[src/rtl/dot_product_accumulator.sv]
// Saturating dot-product accumulator: sums LEN unsigned products and holds the
// result behind a valid/ready handshake until the consumer takes it.
module dot_product_accumulator #(
   parameter int unsigned PROD_W = 16,
   parameter int unsigned ACC_W  = 18,
   parameter int unsigned LEN    = 8
) (
   input  logic              clk,
   input  logic              rst,
   input  logic              clear,
   input  logic              in_valid,
   output logic              in_ready,
   input  logic [PROD_W-1:0] in_prod,
   output logic              out_valid,
   input  logic              out_ready,
   output logic [ACC_W-1:0]  out_sum,
   output logic              out_sat,
   output logic [7:0]        term_cnt
);

   localparam logic [7:0] LAST_TERM = 8'(LEN - 1);

   typedef enum logic {StAccum, StHold} state_e;

   state_e             state_q, state_d;
   logic [ACC_W-1:0]   acc_q, acc_d;
   logic [ACC_W-1:0]   out_sum_q, out_sum_d;
   logic               sat_q, sat_d;
   logic               out_sat_q, out_sat_d;
   logic [7:0]         cnt_q, cnt_d;
   logic [ACC_W:0]     sum;
   logic [ACC_W-1:0]   acc_next;
   logic               sat_next;

   // One extra bit catches the carry out; saturation is sticky within a dot product.
   assign sum      = {1'b0, acc_q} + {{(ACC_W + 1 - PROD_W){1'b0}}, in_prod};
   assign sat_next = sum[ACC_W] | sat_q;
   assign acc_next = sat_next ? '1 : sum[ACC_W-1:0];

   always_comb begin
      state_d   = state_q;
      acc_d     = acc_q;
      sat_d     = sat_q;
      cnt_d     = cnt_q;
      out_sum_d = out_sum_q;
      out_sat_d = out_sat_q;
      unique case (state_q)
         StAccum: begin
            if (clear) begin
               acc_d = '0;
               sat_d = 1'b0;
               cnt_d = '0;
            end else if (in_valid) begin
               if (cnt_q == LAST_TERM) begin
                  out_sum_d = acc_next;
                  out_sat_d = sat_next;
                  acc_d     = '0;
                  sat_d     = 1'b0;
                  cnt_d     = '0;
                  state_d   = StHold;
               end else begin
                  acc_d = acc_next;
                  sat_d = sat_next;
                  cnt_d = cnt_q + 8'd1;
               end
            end
         end
         StHold: begin
            if (out_ready) state_d = StAccum;
         end
         default: state_d = StAccum;
      endcase
   end

   always_ff @(posedge clk) begin
      if (rst) begin
         state_q   <= StAccum;
         acc_q     <= '0;
         sat_q     <= 1'b0;
         cnt_q     <= '0;
         out_sum_q <= '0;
         out_sat_q <= 1'b0;
      end else begin
         state_q   <= state_d;
         acc_q     <= acc_d;
         sat_q     <= sat_d;
         cnt_q     <= cnt_d;
         out_sum_q <= out_sum_d;
         out_sat_q <= out_sat_d;
      end
   end

   assign in_ready  = (state_q == StAccum);
   assign out_valid = (state_q == StHold);
   assign out_sum   = out_sum_q;
   assign out_sat   = out_sat_q;
   assign term_cnt  = cnt_q;

endmodule
[config.mk]
export PLATFORM = sky130hd
export DESIGN_NAME = dot_product_accumulator
export DESIGN_NICKNAME = d
export VERILOG_FILES = /design/src/rtl/dot_product_accumulator.sv
export SDC_FILE = /design/constraint.sdc
export NUM_CORES = 1
export LEC_CHECK = 0
export BUFFER_PORTS_ARGS = -buffer_cell sky130_fd_sc_hd__buf_2
export CORE_ASPECT_RATIO = 2
export CORE_MARGIN = 2
export CORE_UTILIZATION = 50
export CTS_BUF_LIST = sky130_fd_sc_hd__clkbuf_4
export CTS_CLUSTER_SIZE = 28
export DETAILED_ROUTE_END_ITERATION = 12
export PLACE_DENSITY_LB_ADDON = 0.25
export SLEW_MARGIN = 20
export SYNTH_ARGS = -nofsm -noshare
export SYNTH_HDL_FRONTEND = slang
export SYNTH_SLANG_ARGS = --single-unit
[constraint.sdc]
create_clock -name clk -period 3.8 [get_ports clk]
set_input_delay 1.14 -clock clk [delete_from_list [all_inputs] [get_ports clk]]
set_output_delay 1.14 -clock clk [all_outputs]
set_load 0.02 [all_outputs]
## Word level (Yosys, flattened, before mapping)

Index checks and enable logic that the tools add are counted.

- Memory bits (read-only): 0
- Bits of input ports: 21
- Word-level logic and storage cells: 30
- Output and inout port bits: 29
- Register bits after elaboration: 47
- Bits in latches: 0
- Memories: 0
- Memory bits (writable): 0

- Bitwise operators: 3
- Equality and inequality tests: 1
- Shift operators: 0
- Multipliers: 0
- Reductions and logical operators: 3
- Divide/modulo/power cells: 0
- Magnitude comparators: 0
- Multiplexer cells: 15
- Add/sub/neg operators: 2

Operators with widths:

| kind | count |
|---|---|
| two-way mux 18 bit | 4 |
| two-way mux 8 bit | 3 |
| adder 18 x 16 -> 19 bit | 1 |
| adder 8 x 1 -> 8 bit, second input constant | 1 |
| equality test 8 x 3 -> 1 bit, second input constant | 1 |
| two-way mux 1 bit | 7 |
| AND reduction 4 bit | 1 |
| NOT 1 bit | 2 |
| one-hot mux 1 bit (2 select lines) | 1 |
| AND reduction 2 bit | 1 |
| nonzero test 2 bit | 1 |
| bitwise OR 1 bit | 1 |

## Logic depth before layout (Yosys ltp)

Gate-level depths: netlist of run 1.

- Depth after elaboration: 6
- Gate-level depth with buffers: 10
- Depth with buffers taken out: 9

## Worst setup path before layout of run 1

No wires, ideal clock.

- Kind: input-to-reg
- From: in in_prod[0]
- To: reg acc_q[17]
- Data required time: 3.676 ns
- Data arrival time: 3.083 ns
- Setup slack: 0.592 ns
- Buffers on the path: 0
- Setup time: 0.124 ns
- Stages on the path: 9
- Path through: ha_1 > fa_1 > a21o_1 > a221oi_4 > a21oi_2 > nor2_4 > o21ai_2 > and2_4 > a2111o_1

- Longest elaborated chain between the ends: 6

Ends and longest elaborated chain:

| item | line | text |
|---|---|---|
| from (decl) | 13 | `input logic [PROD_W-1:0] in_prod,` |
| adder 18 x 16 -> 19 bit (*) | 36 | `assign sum = {1'b0, acc_q} + {{(ACC_W + 1 - PROD_W){1'b0}}, in_prod};` |
| bitwise OR 1 bit | 37 | `assign sat_next = sum[ACC_W] \| sat_q;` |
| two-way mux 18 bit (*) | 38 | `assign acc_next = sat_next ? '1 : sum[ACC_W-1:0];` |
| two-way mux 18 bit (*) | 54 | `if (cnt_q == LAST_TERM) begin` |
| two-way mux 18 bit (*) | 53 | `end else if (in_valid) begin` |
| two-way mux 18 bit (*) | 49 | `if (clear) begin` |
| to (signal assigned) | 78 | `acc_q <= '0;` |
| to (signal assigned) | 85 | `acc_q <= acc_d;` |
| to (decl) | 26 | `logic [ACC_W-1:0] acc_q, acc_d;` |

Every way passes the cells marked *; elsewhere a longest branch is shown, timed or not. The select of a mux whose other input is x is not followed.
A chain may end at the register's enable or synchronous reset.

## Worst setup path in the final report of run 1

- From: in in_prod[0]
- To: reg acc_q[6]

The elaborated chain is that of the path after synthesis.

==> results of run 1 <==
## path summary, 6_finish.rpt
check	end
hold reg to reg	acc_q[15]
setup reg to reg	acc_q[6]
hold / removal	acc_q[15]
setup / recovery	acc_q[6]
## cells in the final DEF, fill, tap and decap left out, types with 2 or more instances in the layout
| master | Yosys | layout |
|---|---|---|
| a21o_1 | 8 | 8 |
| and3_1 | 3 | 3 |
| nor2_1 | 46 | 46 |
| nand2_1 | 37 | 37 |
| buf_4 | 4 | 5 |
| o21ai_1 | 4 | 4 |
| xor2_1 | 9 | 9 |
| mux2i_1 | 2 | 2 |
| a2111o_1 | 2 | 2 |
| o21ai_0 | 27 | 27 |
| dfxtp_1 | 47 | 47 |
| ha_1 | 17 | 17 |
| buf_2 | 2 | 49 |
| o21bai_1 | 2 | 2 |
| nor2_2 | 10 | 10 |
| inv_1 | 4 | 4 |
| nand3_1 | 7 | 7 |
| nor3_2 | 3 | 3 |
| xnor2_1 | 9 | 9 |
| clkinv_2 | 0 | 2 |
| a21oi_1 | 28 | 28 |
| a22oi_1 | 3 | 3 |
| nor3_1 | 14 | 14 |
| nand4_1 | 4 | 4 |
| clkbuf_4 | 0 | 5 |
| a211oi_1 | 3 | 3 |
| a211oi_2 | 9 | 9 |
## where the power goes
| part | total, mW | switching [mW] | internal (mW) |
|---|---|---|---|
| registers | 0.508 | 0.00586 | 0.502 |
| clock network | 0.247 | 0.174 | 0.0726 |
| logic | 0.169 | 0.106 | 0.0630 |
| total | 0.924 | 0.286 | 0.637 |
## per-stage QoR
step / setup slack (ns) / util
after floorplan: 0.592 / -
after global routing: 0.597 / 0.569
after global placement: 0.392 / 0.559
after CTS: 0.769 / 0.569
final: 0.741 / 0.569
after detailed placement: 0.351 / 0.559
## per-layer routing
layer | vias up | track usage
li1 | 1264 | -
met1 | 1188 | 0.229
met2 | 63 | 0.452
met3 | 14 | 0.0415
met4 | 0 | 0.121
met5 | - | 0
## area by class of cell
class | count | area (um^2)
Clock buffer | 5 | 37.5
Multi-Input combinational cell | 267 | 1690
Fill cell | 528 | 2310
Timing Repair Buffer | 54 | 283
Clock inverter | 3 | 18.8
Tap cell | 60 | 75.1
Sequential cell | 47 | 941
Inverter | 4 | 15.0
## cells in the mapped netlist, drive strengths merged (4+ instances only)
cell	count	area (um^2)
xor2	9	78.8
nand3	7	35.0
xnor2	9	78.8
buf	8	66.3
a21oi	29	149
a21o	8	60.1
a211oi	12	135
nand2	37	139
clkbuf	9	35.0
nor2	57	246
ha	17	213
o21ai	32	164
nor3	17	100
dfxtp	47	941
inv	4	15.0
nand4	4	25.0
## cells by family after synthesis
family                   Yosys count  share of synthesized area
flip-flops                        47                      0.343
adder cells (fa/ha/maj)           18                     0.0848
AND/OR/NAND/NOR                  133                      0.227
AO/OA/AOI/OAI                     96                      0.239
XOR/XNOR                          18                     0.0574
buffers and inverters             21                     0.0424
multiplexers                       2                    0.00729
## flip-flops by register name, summed over array words and instances (netlist names)
name       flops
acc_q         18
out_sat        1
out_sum       18
out_valid      1
sat_q          1
term_cnt       8
## worst max-delay path: cells and delay by family
kind | cells | cell delay [ns]
adders and majority gates | 2 | 0.62
buffers and inverters | 2 | 0.33
and+or+nand+nor | 2 | 0.37
AOI/OAI and AO/OA | 5 | 0.86
==> metrics.txt, run 1 <==
critical path arrival=around 3.3 ns; Clock Sinks=47; M1 wire length=between 2000 and 3000 um; crit share post-route=0.805; Critical Path End Type=flip-flop; clk_lat worst skew=about 0.4 ns; syn avg cell area=8.19 um^2; worst setup path start=in_prod[0]; number of remaining DRC errors=0; EDFF count, synth=0; Final Instance Area=3060 um^2; Seq/Total Area, Yosys=0.343; met3 wire length=293 um; cts bufs inserted=5; row count=38; Setup CP Type=input port to flip-flop; core area=around 5400 um^2; Worst Tran Pin Value=0.653 ns; Area Growth Syn to Fin=11.4%; worst hold path type=flip-flop to flip-flop; Power, Total=approximately 0.92 mW; Port Buffer Count=between 40 and 50; diodes inserted=0; Setup-failing EPs final=0; crit-path max cell delay=0.41 ns; Cell variety after synth=slightly below 50; Die W=approximately 56 um; pin count of the biggest net entering global routing=33; Final Max Tran Viols=0; final worst path period need=3.06 ns; Non-Filler Instances=440; WHS Path Cells=2; Fin Hold WS=between 0.4 and 0.5 ns; worst r2r src=acc_q[0]; Most used DFF post-synth=dfxtp_1; WP data required=approximately 4.1 ns; Max Cap Viol=0; routed vias=2,529; Final #Nets=418; FF+latch count, synth=47; post-route ant nets=0; vias per std cell=around 5.7; grt ovf=0; CP Launch Type=input port; die area=between 6000 and 7000 um^2; io pins=50; reg2reg setup slack=1.26 ns; Final Skew=about 0.014 ns; worst reg2reg path depth=10; Initial DRC Count=68; status=finished clean; routed length per instance=15.5 um; H-tree depth=2; setup bufs post-CTS=0; Peak VDD IR=between 0.3 and 0.4 mV; root buf cell=clkbuf_4; Synth warnings=0; Fmax=between 300 and 400 MHz; routability cong.=0.948; initial antenna violation count=0; met2 wire length=around 3700 um; proportion of layout cells with a drive suffix above 1=0.237; Pwr Density=302 nW/um^2; CTS tree=built; ys async rst share=0; TNS Setup=0 ns; Post-DP HPWL=5240 um; placed insts=between 400 and 500; mapped cell area=2750 um^2; Starting Density=0.511; CP max stage cell=fa_1; Max clock buf depth=2; syn_nets=around 370; RSZ-0062 raised after global routing=no; DR top layer=met4; relative slew slack=0.560; wirelength, routed=6830 um; crit path cell chain=buf_2 -> ha_1 -> fa_1 -> a21o_1 -> a221oi_4 -> a21oi_2 -> nor2_4 -> o21ai_2 -> buf_4 -> nor2_1 -> o21ai_0; Final Hold Viols=0; Hold Startpoint=acc_q[15]; GRT Util Overall=0.233; Placed Instance Area=roughly 3000 um^2; Synth Instances=roughly 340; Leak Pwr=~1.3 nW; Reg clk slew, reported paths=approximately 0.14 ns; First-pass DRT Iterations=4; vias in the first global route=around 2,500; critical-path maximum fanout=13; Hold Buf Count CTS=0; chip height=about 110 um; PostCTS Resize Cnt=0; first-pass GRT wire length=about 11,000 um
Power figures use the tool's default switching activity.
==> inputs of run 2 (changes only) <==
ABC_AREA = 1   (was unset)
clock period = 2.5 ns   (was 3.8 ns; I/O delays follow)
==> metrics.txt, run 2 <==
status=finished clean; worst setup path start=in_prod[0]; wirelength, routed=7370 um (+7.9%); io pins=50 (unchanged); Int Pwr=0.983 mW (+54%); RSZ-0062 raised after global routing=no; most used cell along the critical path=nand3_1; GRT Util Overall=0.236 (+0.00230); ys async rst share=0 (unchanged); EDFF count, synth=0 (unchanged); placed insts=597 (+38%); Seq/Total Area, Yosys=0.306 (-0.0364); WP data required=2.79 ns (-1.28 ns); Leak Pwr=1.94 nW (+45%); most common cell after layout, fill and taps aside=nand2_1; routed vias=3,085 (+22%); crit path cell chain=buf_2 -> ha_1 -> fa_1 -> nand3_1 -> nand3_1 -> nand2_1 -> nand2_1 -> nand3_1 -> nand3_1 -> nand3_1 -> nand3_1 -> nand2_1 -> inv_1; Pwr Density=412 nW/um^2 (+36%); Storage cell area=941 um^2 (unchanged); worst reg2reg path depth=11 (+1); core area=5960 um^2 (+11%); Flop pwr share=0.533 (-0.017); Layout Utilization=0.590 (+0.0208); end of the worst register-to-register path=out_sum[16]; proportion of layout cells with a drive suffix above 1=0.194 (-0.0428); relative slew slack=0.737 (+0.177); CP Launch Type=input port; worst hold path type=flip-flop to flip-flop; commonest cells after routing, fill and taps aside=nand2_1 (135), inv_1 (73), nor2_1 (55), buf_2 (49), dfxtp_1 (47); PostCTS Resize Cnt=0 (unchanged); cell with the most instances after synthesis=nand2_1; pin count of the biggest net entering global routing=32 (-3.0%); diodes inserted=0 (unchanged); Area Growth Syn to Fin=14.4%; final worst path period need=around 2.2 ns; Place WS=-0.0553 ns (-0.406 ns); Port Buffer Count=49 (unchanged); Hold Buf Count CTS=0 (unchanged); first-pass GRT wire length=12,500 um (+12%); Setup CP Type=input port to flip-flop; Worst Tran Pin Value=0.393 ns (-0.260 ns); clk_lat worst skew=0.38 ns (about the same); logic gate share of total power=0.215 (+0.032); post-route ant nets=0 (unchanged); Initial DRC Count=88 (+29%); Setup-failing EPs final=0 (unchanged); Starting Density=0.516 (+0.00481); number of remaining DRC errors=0 (unchanged); Cell variety after synth=30 (-39%); syn avg cell area=6.41 um^2 (-22%); H-tree depth=2 (unchanged); grt ovf=0 (unchanged); routability cong.=0.917 (-3.2%); worst r2r src=term_cnt[0]; number of buffers and inverters on the critical path=2 (unchanged); Die W=59.4 um (+5.4%); Crit. path cell count=13 (+2); Power, Total=1.45 mW (+57%); routed length per instance=12.2 um (-21%); synth top area cells=dfxtp_1 (31%), nand2_1 (16%), inv_1 (8.9%), ha_1 (6.9%), nor2_1 (6.7%); CTS tree=built; switching share of power=0.321 (+0.0111); NetSw=0.465 mW (+62%); Reg clk slew, reported paths=0.14 ns (about the same); CP max stage cell=fa_1; Critical Path End Type=flip-flop; syn_nets=518 (+39%); area of the multi-input gates=1780 um^2 (+5.3%); Fmax=464 MHz; Post-DP HPWL=6000 um (+15%); Most used DFF post-synth=dfxtp_1; list of most frequent post-synthesis cells=nand2_1 (135), inv_1 (73), nor2_1 (55); critical path arrival=2.45 ns (-0.88 ns); Max Cap Viol=0 (unchanged); Clock Power Share=0.252 (-0.015); crit share post-route=0.861; row count=40 (+5.3%); crit-path max cell delay=0.45 ns (+0.04 ns); Layout fillers=614 (+16%); Max clock buf depth=2 (unchanged); mapped cell area=3070 um^2 (+12%); Yosys top cell by area=dfxtp_1; Synth top area share=0.306 (-0.0364); FF+latch count, synth=47 (unchanged); initial antenna violation count=0 (unchanged); Clock Sinks=47 (unchanged); Non-Filler Instances=604 (+37%); WHS Path Cells=2 (unchanged); Fin Hold WS=0.477 ns (+0.00430 ns); setup bufs post-CTS=0 (unchanged); critical-path maximum fanout=5 (-8); Peak VDD IR=0.312 mV (-2.8%); First-pass DRT Iterations=4 (unchanged); Final Max Tran Viols=0 (unchanged); Synth Instances=479 (+43%); worst setup margin=0.347 ns (-0.394 ns); chip height=115 um (+5.6%); vias per std cell=5.11 (-11%); Final Hold Viols=0 (unchanged); root buf cell=clkbuf_4; CP Capture Point=acc_q[16]; Synth warnings=0 (unchanged); vias in the first global route=2,960 (+18%); reg2reg setup slack=0.47 ns (-0.79 ns); Final #Nets=580 (+39%); cts bufs inserted=5 (unchanged); die area=6820 um^2 (+11%); Final Skew=0.0171 ns (+0.00337 ns); Crit path max-delay family=simple AND/OR/NAND/NOR gates
==> run 2: worst min-delay path by stage <==
stage | start | to | slack, ns
3_3_place_gp | sat_q | sat_q | 0.45
6_report | sat_q | sat_q | 0.48
3_5_place_dp | sat_q | sat_q | 0.46
2_1_floorplan | sat_q | sat_q | 0.45
5_1_grt | sat_q | sat_q | 0.51
4_1_cts | sat_q | sat_q | 0.48
==> run 2: final cells by class <==
cell class,count,area share
well taps,63,0.0224
inverters,74,0.0791
clock inverters,2,0.00392
clock buffers,5,0.0107
flip-flops and latches,47,0.268
repair buffers,68,0.110
multi-input cells,345,0.506
==> run 2: layer usage <==
metal  vias to the layer above  track usage  share of wire
li1                       1619            -              -
met1                      1383        0.239           0.38
met2                        57        0.432           0.54
met3                        26       0.0304          0.025
met4                         0        0.144          0.054
met5                         -            0              0
==> run 2: logic make-up (layout without fill, tap and decap cells) <==
logic type / Yosys count / after routing / synth area share
compound gates: 74 / 74 / 0.142
fa+ha+maj: 18 / 18 / 0.0758
simple gates: 244 / 244 / 0.335
buf+inv: 87 / 149 / 0.115
flops: 47 / 47 / 0.306
xor+xnor: 9 / 9 / 0.0257
==> run 2: worst reg2reg max path, cell delays in order, from the launching register on <==
cell and delay (ns):
dfxtp_1 0.42, ha_1 0.21, nand2_1 0.11, nor3_1 0.14, nand3_1 0.11, inv_1 0.09
nand2_1 0.23, clkinv_1 0.13, buf_4 0.22, nand2_1 0.10, a21oi_1 0.13, nor2_1 0.05
==> run 2: power by group through the flow <==
| stage | Clock [mW] | Sequential [mW] | Combinational (mW) |
|---|---|---|---|
| floorplan | 0 | 0.788 | 0.213 |
| global placement | 0 | 0.787 | 0.308 |
| detailed placement | 0 | 0.788 | 0.310 |
| CTS | 0.380 | 0.772 | 0.311 |
| global route | 0.405 | 0.774 | 0.352 |
| finish | 0.365 | 0.771 | 0.311 |
==> run 2: per-stage QoR <==
step	TNS (ns)	area, um^2
detailed placement	-0.153	3460
global route	0	3510
global placement	-0.0684	3460
finish	0	3510
CTS	0	3510
floorplan	0	3070
